**config.mk**
```make
export PLATFORM = sky130hd
export DESIGN_NAME = ble_frame_sequencer
export DESIGN_NICKNAME = d
export VERILOG_FILES = /design/src/rtl/ble_phy_pkg.sv /design/src/rtl/ble_irq_ctrl.sv /design/src/rtl/ble_frame_sequencer.sv
export SDC_FILE = /design/constraint.sdc
export NUM_CORES = 1
export LEC_CHECK = 0
export ABC_AREA = 1
export CORE_AREA = 3 3 95 97
export DETAILED_ROUTE_END_ITERATION = 8
export DIE_AREA = 0 0 98 100
export PLACE_DENSITY = 0.79
export SYNTH_ARGS = -nofsm -noshare
export SYNTH_HDL_FRONTEND = slang
export SYNTH_SLANG_ARGS = --single-unit
```
**constraint.sdc**
```tcl
create_clock -name clk -period 2.6 [get_ports clk]
set_clock_uncertainty 0.15 [all_clocks]
set_input_delay 0.26 -clock clk [delete_from_list [all_inputs] [get_ports clk]]
set_output_delay 0.26 -clock clk [all_outputs]
set_load 0.05 [all_outputs]
```
**src/rtl/ble_phy_pkg.sv**
```systemverilog
// ============================================================================
// Module   : ble_phy_pkg
// Brief    : Shared types and constants for the BLE PHY frame-control slice.
// Revision : 1.0  initial release
// ============================================================================
`default_nettype none

package ble_phy_pkg;

    typedef enum logic [1:0] {
        IDLE = 2'd0,
        SYNC = 2'd1,
        HDR  = 2'd2,
        PLD  = 2'd3
    } state_t;

    localparam logic MODE_TX = 1'b0;
    localparam logic MODE_RX = 1'b1;

    localparam int SZW_DEFAULT       = 16;
    localparam int WORD_BITS_DEFAULT = 32;

    // First counting phase for a frame; IDLE means both phases are empty.
    function automatic state_t first_phase(input logic hdr_zero, input logic pld_zero);
        if (!hdr_zero) begin
            return HDR;
        end else if (!pld_zero) begin
            return PLD;
        end else begin
            return IDLE;
        end
    endfunction

endpackage

`default_nettype wire

```
**src/rtl/ble_irq_ctrl.sv**
```systemverilog
// ============================================================================
// Module   : ble_irq_ctrl
// Brief    : Per-direction status bit, clear edge detect, chain-clear pulse.
// Revision : 1.0  initial release
// ============================================================================
`default_nettype none

module ble_irq_ctrl (
    input  logic clk,
    input  logic reset,
    input  logic set,
    input  logic irq_clear,
    input  logic irq_en,
    output logic irq,
    output logic chain_clr
);

    logic r_clear_q;
    logic r_sts;
    logic r_chain_clr;
    logic w_clr_rise;

    assign w_clr_rise = irq_clear & ~r_clear_q;

    // A completion on the same edge as a clear keeps the status set.
    always_ff @(posedge clk) begin
        if (!reset) begin
            r_clear_q   <= 1'b0;
            r_sts       <= 1'b0;
            r_chain_clr <= 1'b0;
        end else begin
            r_clear_q   <= irq_clear;
            r_chain_clr <= w_clr_rise;
            if (set) begin
                r_sts <= 1'b1;
            end else if (w_clr_rise) begin
                r_sts <= 1'b0;
            end
        end
    end

    assign irq       = r_sts & irq_en;
    assign chain_clr = r_chain_clr;

endmodule

`default_nettype wire

```
**src/rtl/ble_frame_sequencer.sv**
```systemverilog
// ============================================================================
// Module   : ble_frame_sequencer
// Brief    : Tx/Rx frame sequencing against the modem bit strobe, with IRQs.
// Revision : 1.0  initial release
// ============================================================================
`default_nettype none

module ble_frame_sequencer
    import ble_phy_pkg::*;
#(
    parameter int SZW       = SZW_DEFAULT,
    parameter int WORD_BITS = WORD_BITS_DEFAULT
) (
    input  logic           clk,
    input  logic           reset,
    input  logic           enable,
    input  logic           mode,
    input  logic           dma_mode,
    input  logic           tx_irq_en,
    input  logic           rx_irq_en,
    input  logic           tx_irq_clear,
    input  logic           rx_irq_clear,
    input  logic [SZW-1:0] header_size,
    input  logic [SZW-1:0] payload_size,
    input  logic           bit_strobe,
    input  logic           rx_sync_found,
    output logic           busy,
    output logic           hdr_phase,
    output logic           pld_phase,
    output logic [SZW-1:0] bit_cnt,
    output logic           word_strobe,
    output logic           dma_req,
    output logic           tx_irq,
    output logic           rx_irq,
    output logic           chain_clr_tx_irq,
    output logic           chain_clr_rx_irq
);

    localparam int                WCW         = (WORD_BITS > 1) ? $clog2(WORD_BITS) : 1;
    localparam logic [WCW-1:0]    C_WORD_LAST = WCW'(WORD_BITS - 1);
    localparam logic [WCW-1:0]    C_WONE      = WCW'(1);
    localparam logic [SZW-1:0]    C_ONE       = SZW'(1);

    state_t         r_state;
    logic           r_enable_q;
    logic           r_m_mode;
    logic [SZW-1:0] r_m_hdr;
    logic [SZW-1:0] r_m_pld;
    logic [SZW-1:0] r_bit_cnt;
    logic [WCW-1:0] r_word_cnt;
    logic           r_word_strobe;
    logic           r_dma_req;

    logic w_start;
    logic w_hdr_last;
    logic w_pld_last;
    logic w_word_done;
    logic w_complete;
    logic w_complete_mode;
    logic w_set_tx;
    logic w_set_rx;

    assign w_start     = enable & ~r_enable_q & (r_state == IDLE);
    assign w_hdr_last  = (r_state == HDR) & bit_strobe & (r_bit_cnt == r_m_hdr - C_ONE);
    assign w_pld_last  = (r_state == PLD) & bit_strobe & (r_bit_cnt == r_m_pld - C_ONE);
    assign w_word_done = (r_word_cnt == C_WORD_LAST) | w_pld_last;

    // Every path into completion; an abort (enable low) overrides all of them.
    assign w_complete =
        (w_start & (mode == MODE_TX) & (header_size == '0) & (payload_size == '0)) |
        (enable & (r_state == SYNC) & rx_sync_found & (r_m_hdr == '0) & (r_m_pld == '0)) |
        (enable & w_hdr_last & (r_m_pld == '0)) |
        (enable & w_pld_last);

    assign w_complete_mode = (r_state == IDLE) ? mode : r_m_mode;
    assign w_set_tx        = w_complete & (w_complete_mode == MODE_TX);
    assign w_set_rx        = w_complete & (w_complete_mode == MODE_RX);

    always_ff @(posedge clk) begin
        if (!reset) begin
            r_state       <= IDLE;
            r_enable_q    <= 1'b0;
            r_m_mode      <= MODE_TX;
            r_m_hdr       <= '0;
            r_m_pld       <= '0;
            r_bit_cnt     <= '0;
            r_word_cnt    <= '0;
            r_word_strobe <= 1'b0;
            r_dma_req     <= 1'b0;
        end else begin
            r_enable_q    <= enable;
            r_word_strobe <= 1'b0;
            r_dma_req     <= 1'b0;
            if (r_state == IDLE) begin
                if (w_start) begin
                    r_m_mode   <= mode;
                    r_m_hdr    <= header_size;
                    r_m_pld    <= payload_size;
                    r_bit_cnt  <= '0;
                    r_word_cnt <= '0;
                    r_state    <= (mode == MODE_RX) ? SYNC
                                : first_phase(header_size == '0, payload_size == '0);
                end
            end else if (!enable) begin
                r_state    <= IDLE;
                r_bit_cnt  <= '0;
                r_word_cnt <= '0;
            end else if (r_state == SYNC) begin
                if (rx_sync_found) begin
                    r_state <= first_phase(r_m_hdr == '0, r_m_pld == '0);
                end
            end else if (r_state == HDR) begin
                if (bit_strobe) begin
                    if (w_hdr_last) begin
                        r_bit_cnt <= '0;
                        r_state   <= (r_m_pld == '0) ? IDLE : PLD;
                    end else begin
                        r_bit_cnt <= r_bit_cnt + C_ONE;
                    end
                end
            end else begin
                if (bit_strobe) begin
                    // A short final word still produces a word strobe.
                    if (w_word_done) begin
                        r_word_strobe <= 1'b1;
                        r_dma_req     <= dma_mode;
                        r_word_cnt    <= '0;
                    end else begin
                        r_word_cnt <= r_word_cnt + C_WONE;
                    end
                    if (w_pld_last) begin
                        r_bit_cnt <= '0;
                        r_state   <= IDLE;
                    end else begin
                        r_bit_cnt <= r_bit_cnt + C_ONE;
                    end
                end
            end
        end
    end

    assign busy        = (r_state != IDLE);
    assign hdr_phase   = (r_state == HDR);
    assign pld_phase   = (r_state == PLD);
    assign bit_cnt     = r_bit_cnt;
    assign word_strobe = r_word_strobe;
    assign dma_req     = r_dma_req;

    ble_irq_ctrl u_tx_irq (
        .clk       (clk),
        .reset     (reset),
        .set       (w_set_tx),
        .irq_clear (tx_irq_clear),
        .irq_en    (tx_irq_en),
        .irq       (tx_irq),
        .chain_clr (chain_clr_tx_irq)
    );

    ble_irq_ctrl u_rx_irq (
        .clk       (clk),
        .reset     (reset),
        .set       (w_set_rx),
        .irq_clear (rx_irq_clear),
        .irq_en    (rx_irq_en),
        .irq       (rx_irq),
        .chain_clr (chain_clr_rx_irq)
    );

endmodule

`default_nettype wire

```
======== Word-level counts from Yosys, hierarchy flattened ========
Cells that the tools add are included.
word-level totals
  register bits ........................... 65
  bits of input ports ..................... 43
  output and inout bits ................... 25
cells by class
  add/subtract/negate cells ............... 4
  eq/ne operators ......................... 14
  mux-type cells .......................... 37
  bitwise operators ....................... 35
  reduce and logical (&&, ||, !) cells .... 14
operators by type and width
  operator               count
  $mux 16                9
  $logic_not 16->1       4
  $mux 5                 7
  $eq 16x16->1           2
  $sub 16x1->16 const B  2
  $mux 2                 15
  $and 1x1->1            22
  $add 16x1->16 const B  1
  $not 1->1              9
  $reduce_or 7->1        1
  $mux 1                 6
  $reduce_bool 2->1      3
  $reduce_or 6->1        1
  $add 5x1->5 const B    1
  $eq 5x5->1 const B     1
  $ne 5x1->1 const B     1
  $ne 5x2->1 const B     1
  $reduce_and 5->1       1
  $eq 2x2->1 const B     2
  $ne 4x1->1 const B     1
  $ne 4x4->1 const B     1
  $or 1x1->1             4
  $reduce_and 4->1       1
  $ne 3x1->1 const B     1
  other kinds (7)        7

======== Longest topological paths before layout ========
  word-level depth ........................ 11
  mapped depth ............................ 17
  mapped depth without buffers ............ 17

======== Cells and area by module ========
Synthesis repeated with hierarchy kept, for this count alone.
second synthesis, totals
  cells, all modules ...................... 801
  area total of the unflattened synthesis .. 4809.6 µm²
modules (own cells, without submodules)
  module               times used  cells each  area an instance (µm²)  seq. area each (µm²)
  ble_frame_sequencer  1           773         4596.9                  1181.1
  ble_irq_ctrl         2           14          106.4                   60.1

======== Worst setup path after synthesis ========
Ideal clock, no wire load.
  path type ............................... reg-to-reg
  from .................................... register r_bit_cnt[1], in the netlist bit_cnt[1]
  to ...................................... register r_bit_cnt[14], in the netlist bit_cnt[14]
  arrival ................................. 2274 ps
  setup slack ............................. 105 ps
  stages on the path, launching flop included .. 11
  path buffers ............................ 0
  cells stage by stage .................... dfxtp_1 -> ha_1 -> nand3_1 -> nor3_1 -> nand3_1 -> nor2_1 -> nand4_1 -> nor2_1 -> xor2_1 -> nand4_1 -> a21oi_1
between the ends
  longest elaborated chain between the ends .. 8
  elaborated cells on any way between the ends .. 13
  classes of those cells .................. add/sub: 1; eq/ne: 2; mux: 8; bitwise: 2
ends and longest elaborated chain
  what                                                   RTL line                    text
  start: declaration                                     ble_frame_sequencer.sv:49   logic [SZW-1:0] r_bit_cnt;
  start signal: assignment                               ble_frame_sequencer.sv:118  r_bit_cnt <= r_bit_cnt + C_ONE;
  start signal: assignment                               ble_frame_sequencer.sv:135  r_bit_cnt <= r_bit_cnt + C_ONE;
  branches (longest 4 deep; another with $add 16x1->16)  -
  $mux 16 (*)                                            ble_frame_sequencer.sv:112  end else if (r_state == HDR) begin
  $mux 16 (*)                                            ble_frame_sequencer.sv:108  end else if (r_state == SYNC) begin
  $mux 16 (*)                                            ble_frame_sequencer.sv:104  end else if (!enable) begin
  $mux 16 (*)                                            ble_frame_sequencer.sv:94   if (r_state == IDLE) begin
Mark *: on every way between the ends. The select of a mux whose other input is x is not followed.
A chain may end at the register's enable or synchronous reset.

======== Worst setup path in the final report ========
  from .................................... register r_m_hdr[0]
  to ...................................... register u_tx_irq.r_sts
between the ends
  longest elaborated chain between the ends .. 9
  elaborated cells on any way between the ends .. 14
  classes of those cells .................. add/sub: 1; eq/ne: 1; mux: 1; bitwise: 9; reduce/logical: 2
ends and longest elaborated chain
  what                                                RTL line                   text
  start: declaration                                  ble_frame_sequencer.sv:47  logic [SZW-1:0] r_m_hdr;
  start signal: assignment                            ble_frame_sequencer.sv:97  r_m_hdr <= header_size;
  $sub 16x1->16                                       ble_frame_sequencer.sv:64  assign w_hdr_last = (r_state == HDR) & bit_strobe & (r_bit_cnt == r_m_hdr - C_ONE);
  $eq 16x16->1                                        ble_frame_sequencer.sv:64
  $and 1x1->1                                         ble_frame_sequencer.sv:64
  $and 1x1->1 (2 in series)                           ble_frame_sequencer.sv:72  (enable & w_hdr_last & (r_m_pld == '0)) |
  $or 1x1->1 (*)                                      ble_frame_sequencer.sv:71  (enable & (r_state == SYNC) & rx_sync_found & (r_m_hdr == '0) & (r_m_pld == '0)) |
  $or 1x1->1 (*)                                      ble_frame_sequencer.sv:72
  $and 1x1->1 (*)                                     ble_frame_sequencer.sv:76  assign w_set_tx = w_complete & (w_complete_mode == MODE_TX);
  $mux 1 / $reduce_bool 2->1 (equally long branches)  -
  end signal: assignment                              ble_irq_ctrl.sv:29         r_sts <= 1'b0;
  end signal: assignment                              ble_irq_ctrl.sv:35         r_sts <= 1'b1;
  end signal: assignment                              ble_irq_ctrl.sv:37         r_sts <= 1'b0;
  end: declaration                                    ble_irq_ctrl.sv:19         logic r_sts;
Every way passes the cells marked *; elsewhere a longest branch is shown, timed or not.

==> out/summary.md <==
The top-level I/O count was 68. Yosys mapped a number of flops with a built-in enable equal to 0. The run finished with clean final reports. The first global-routing pass estimated 21.3 mm of wire.

The first detailed-routing pass took 5 iterations. The areal power density over the cells was 834 nW/µm². For the number of global-route vias before repair, the log shows 4592.

Routability-driven placement finished with a final weighted congestion of 0.984. After the first detailed-routing iteration, the DRC count stood at 309. Yosys printed 0 warnings.

The row count was 33; the core outline area was 8220 µm². After clock tree synthesis, the flow added hold-fix buffers numbering 0. For the worst setup path, the data required time is 2720 ps. The worst-path maximum fanout was 4. For this run, the top clock speed supported by timing is 420 MHz. The tools report the antenna diode instance count as 0. The static power due to leakage was 2.47 nW; the average via count per standard cell was 5.39.

Area share of the largest cell type after synthesis: 0.289. Once detailed placement completed, the half-perimeter wirelength came to 9.78 mm. The run gives 0.289 as the sequential element share of the synthesized area. The pre-CTS setup slack was 6.73 ps.

The clock-pin slew on the worst setup and hold paths came out at 80 ps. Excluding fillers, the count of instances in the completed layout stands at 892. In this run the vertical extent of the chip is 100 µm. Synthesis handed over a netlist of 711 instances. The final setup slack of the worst path is 217 ps, and the average wire per cell in the routed design is 14.3 µm. The total power of the final layout was 4.68 mW; the final max-slew violation count was 0. The number of nets in the synthesized netlist is 760.

The tools report the clock sink total as 65. The run gives 2500 ps as the data arrival time at the worst-slack endpoint. The count of buffers from port buffering was 67; the number of nets still failing antenna checks after routing was 0. The worst-case hold slack was 264 ps. For the hold violation total from the final report, the log shows 0. Sorting the synthesized cells by how often they occur yields nand2_1, nor2_1, inv_1. The run gives 831 as the number of nets in the final layout. The number of DRC violations after detailed routing came out at 0.

The smallest clock period supported by the final layout is computed as 2380 ps. TritonCTS built the clock tree. Part of the cycle the worst path needs: 0.917. Maximum ir drop on the vdd rail: 0.000826 V.

Entering global routing, the biggest net connects 50 pins. Summed over all instances, the cell type with the most area after synthesis is dfxtp_1. Synthesis inferred 65 register bits. The H-tree depth came out at 3. The area growth from synthesis to layout is 24.7%. The post-synthesis async set-or-reset flop share is 0, and the detailed-route via count is 4812. The tools report the clock latency on the worst-skew pair as 350 ps.

Class of the tightest hold or removal check: flop to flop. For the total overflow reported by the global router, the log shows 0. The critical path in this run is classified as flop to flop. In the synthesized netlist the dominant register cell turns out to be dfxtp_1. The initial antenna violation count was 0; the area of the die was 9800 µm². The detailed-route wire length is 12.8 mm, and the horizontal die dimension is 98 µm. The worst setup path is captured at a flop. Setup violations remaining at the end of the flow were counted as 0. The root buffer cell chosen for the clock tree is clkbuf_8. The overall global routing resource usage was 0.267.

nand2_1 is the most common cell in the netlist. The synthesized area divided by synthesized cell count is 6.32 µm². For the netlist area before placement, the log shows 4500 µm².

For the initial core utilization, the log shows 0.547. For the pin with the worst max-slew slack, the measured transition is 547 ps. In this run the deepest clock path goes through 2 buffers. The run gives 0 as the number of max-cap violations. The startpoint type of the worst setup path is a flop. The netlist uses 43 different library cells. The ratio of cells with drive above 1 in the final layout was 0.0902.

Ranked by total cell area, the synthesized netlist is headed by dfxtp_1, nand2_1, nor2_1. The number of clock buffers added by TritonCTS is 9. The number of instances in the placed design was 875. The run gives 0.633 as the relative slew slack.
## cell families after synthesis
kind of cell,count (synthesis),share of synthesized area
buffers and inverters,106,0.0918
AO/OA/AOI/OAI,97,0.120
adder cells (fa/ha/maj),6,0.0167
AND/OR/NAND/NOR,390,0.390
XOR/XNOR,47,0.0915
flip-flops,65,0.289
## path summary, 6_finish.rpt
path,startpoint,depth (start not counted),slack [ps],to
max,r_m_hdr[0],17,220,u_tx_irq.r_sts
min,u_tx_irq.r_clear_q,1,260,u_tx_irq.chain_clr
max reg2reg,r_m_hdr[0],17,220,u_tx_irq.r_sts
min reg2reg,u_tx_irq.r_clear_q,1,260,u_tx_irq.chain_clr
## metal layers
metal  track usage  vias to the layer above  share of wire
met5             0                        -              0
met3        0.0417                       42          0.056
met2         0.463                      169           0.48
li1              -                     2418              -
met1         0.318                     2183           0.43
met4         0.138                        0          0.041
## registers in the layout, summed over array words and instances (netlist names)
register            count
bit_cnt                16
dma_req                 1
r_enable_q              1
r_m_hdr                16
r_m_mode                1
r_m_pld                16
r_state                 2
r_word_cnt              5
u_rx_irq.chain_clr      1
u_rx_irq.r_clear_q      1
u_rx_irq.r_sts          1
u_tx_irq.chain_clr      1
u_tx_irq.r_clear_q      1
u_tx_irq.r_sts          1
word_strobe             1
## timing repair
action                     in CTS  in global routing
setup buffers                   0                  1
setup endpoints to repair       0                 15
hold endpoints to repair        0                  0
resized for setup               0                 13
## where the power goes
| part | switching (mW) | internal [mW] |
|---|---|---|
| sequential | 0.162 | 1.14 |
| combinational | 1.55 | 0.836 |
| clock | 0.425 | 0.569 |
| total | 2.13 | 2.54 |
## cells in the final DEF (no fill, tap or decap), types with 4 or more instances in the layout
| cell | Yosys | layout |
|---|---|---|
| nand3_1 | 34 | 33 |
| xnor2_1 | 13 | 13 |
| and2_1 | 4 | 4 |
| xor2_1 | 34 | 33 |
| nor2_4 | 3 | 6 |
| nor2_1 | 123 | 119 |
| o21ai_0 | 44 | 44 |
| o22ai_1 | 8 | 8 |
| clkbuf_8 | 0 | 10 |
| nand2_1 | 165 | 165 |
| nor4_1 | 6 | 5 |
| nor3_1 | 10 | 10 |
| inv_1 | 80 | 80 |
| nand4_1 | 15 | 15 |
| nand3b_1 | 5 | 5 |
| nand3_2 | 4 | 4 |
| clkdlybuf4s50_1 | 0 | 67 |
| a21oi_1 | 32 | 32 |
| ha_1 | 6 | 6 |
| buf_4 | 0 | 12 |
| nor2_2 | 7 | 8 |
| or2_2 | 4 | 4 |
| dfxtp_1 | 65 | 63 |
## worst max-delay path: stages, from the launching register on
cell and delay [ps]:
dfxtp_2 350, inv_1 80, ha_1 320, inv_1 60
nand2_1 40, nand2_1 60, nand2_1 70, nor2_2 110
nand2_1 60, nor2_1 150, nand3_1 100, nor2_2 180
nand4_1 140, nand2_1 100, nand2_1 60, nand2_1 70
nand2_1 60, a21oi_1 120
## cell type report
cell class                      instances  area [µm²]
Clock buffer                           10         138
Tap cell                              105         131
Inverter                               86         330
Fill cell                             707        2610
Timing Repair Buffer                   80         781
Clock inverter                          6        90.1
Sequential cell                        65        1300
Multi-Input combinational cell        540        2830
## metrics by stage
step	util	area, µm²	setup TNS [ps]
final	0.683	5610	0
after global routing	0.683	5610	-99.2
after floorplan	-	4500	0
after CTS	0.675	5550	0
after global placement	0.647	5320	0
after detailed placement	0.647	5320	0
Note: power is estimated with default switching activity, not from simulation.
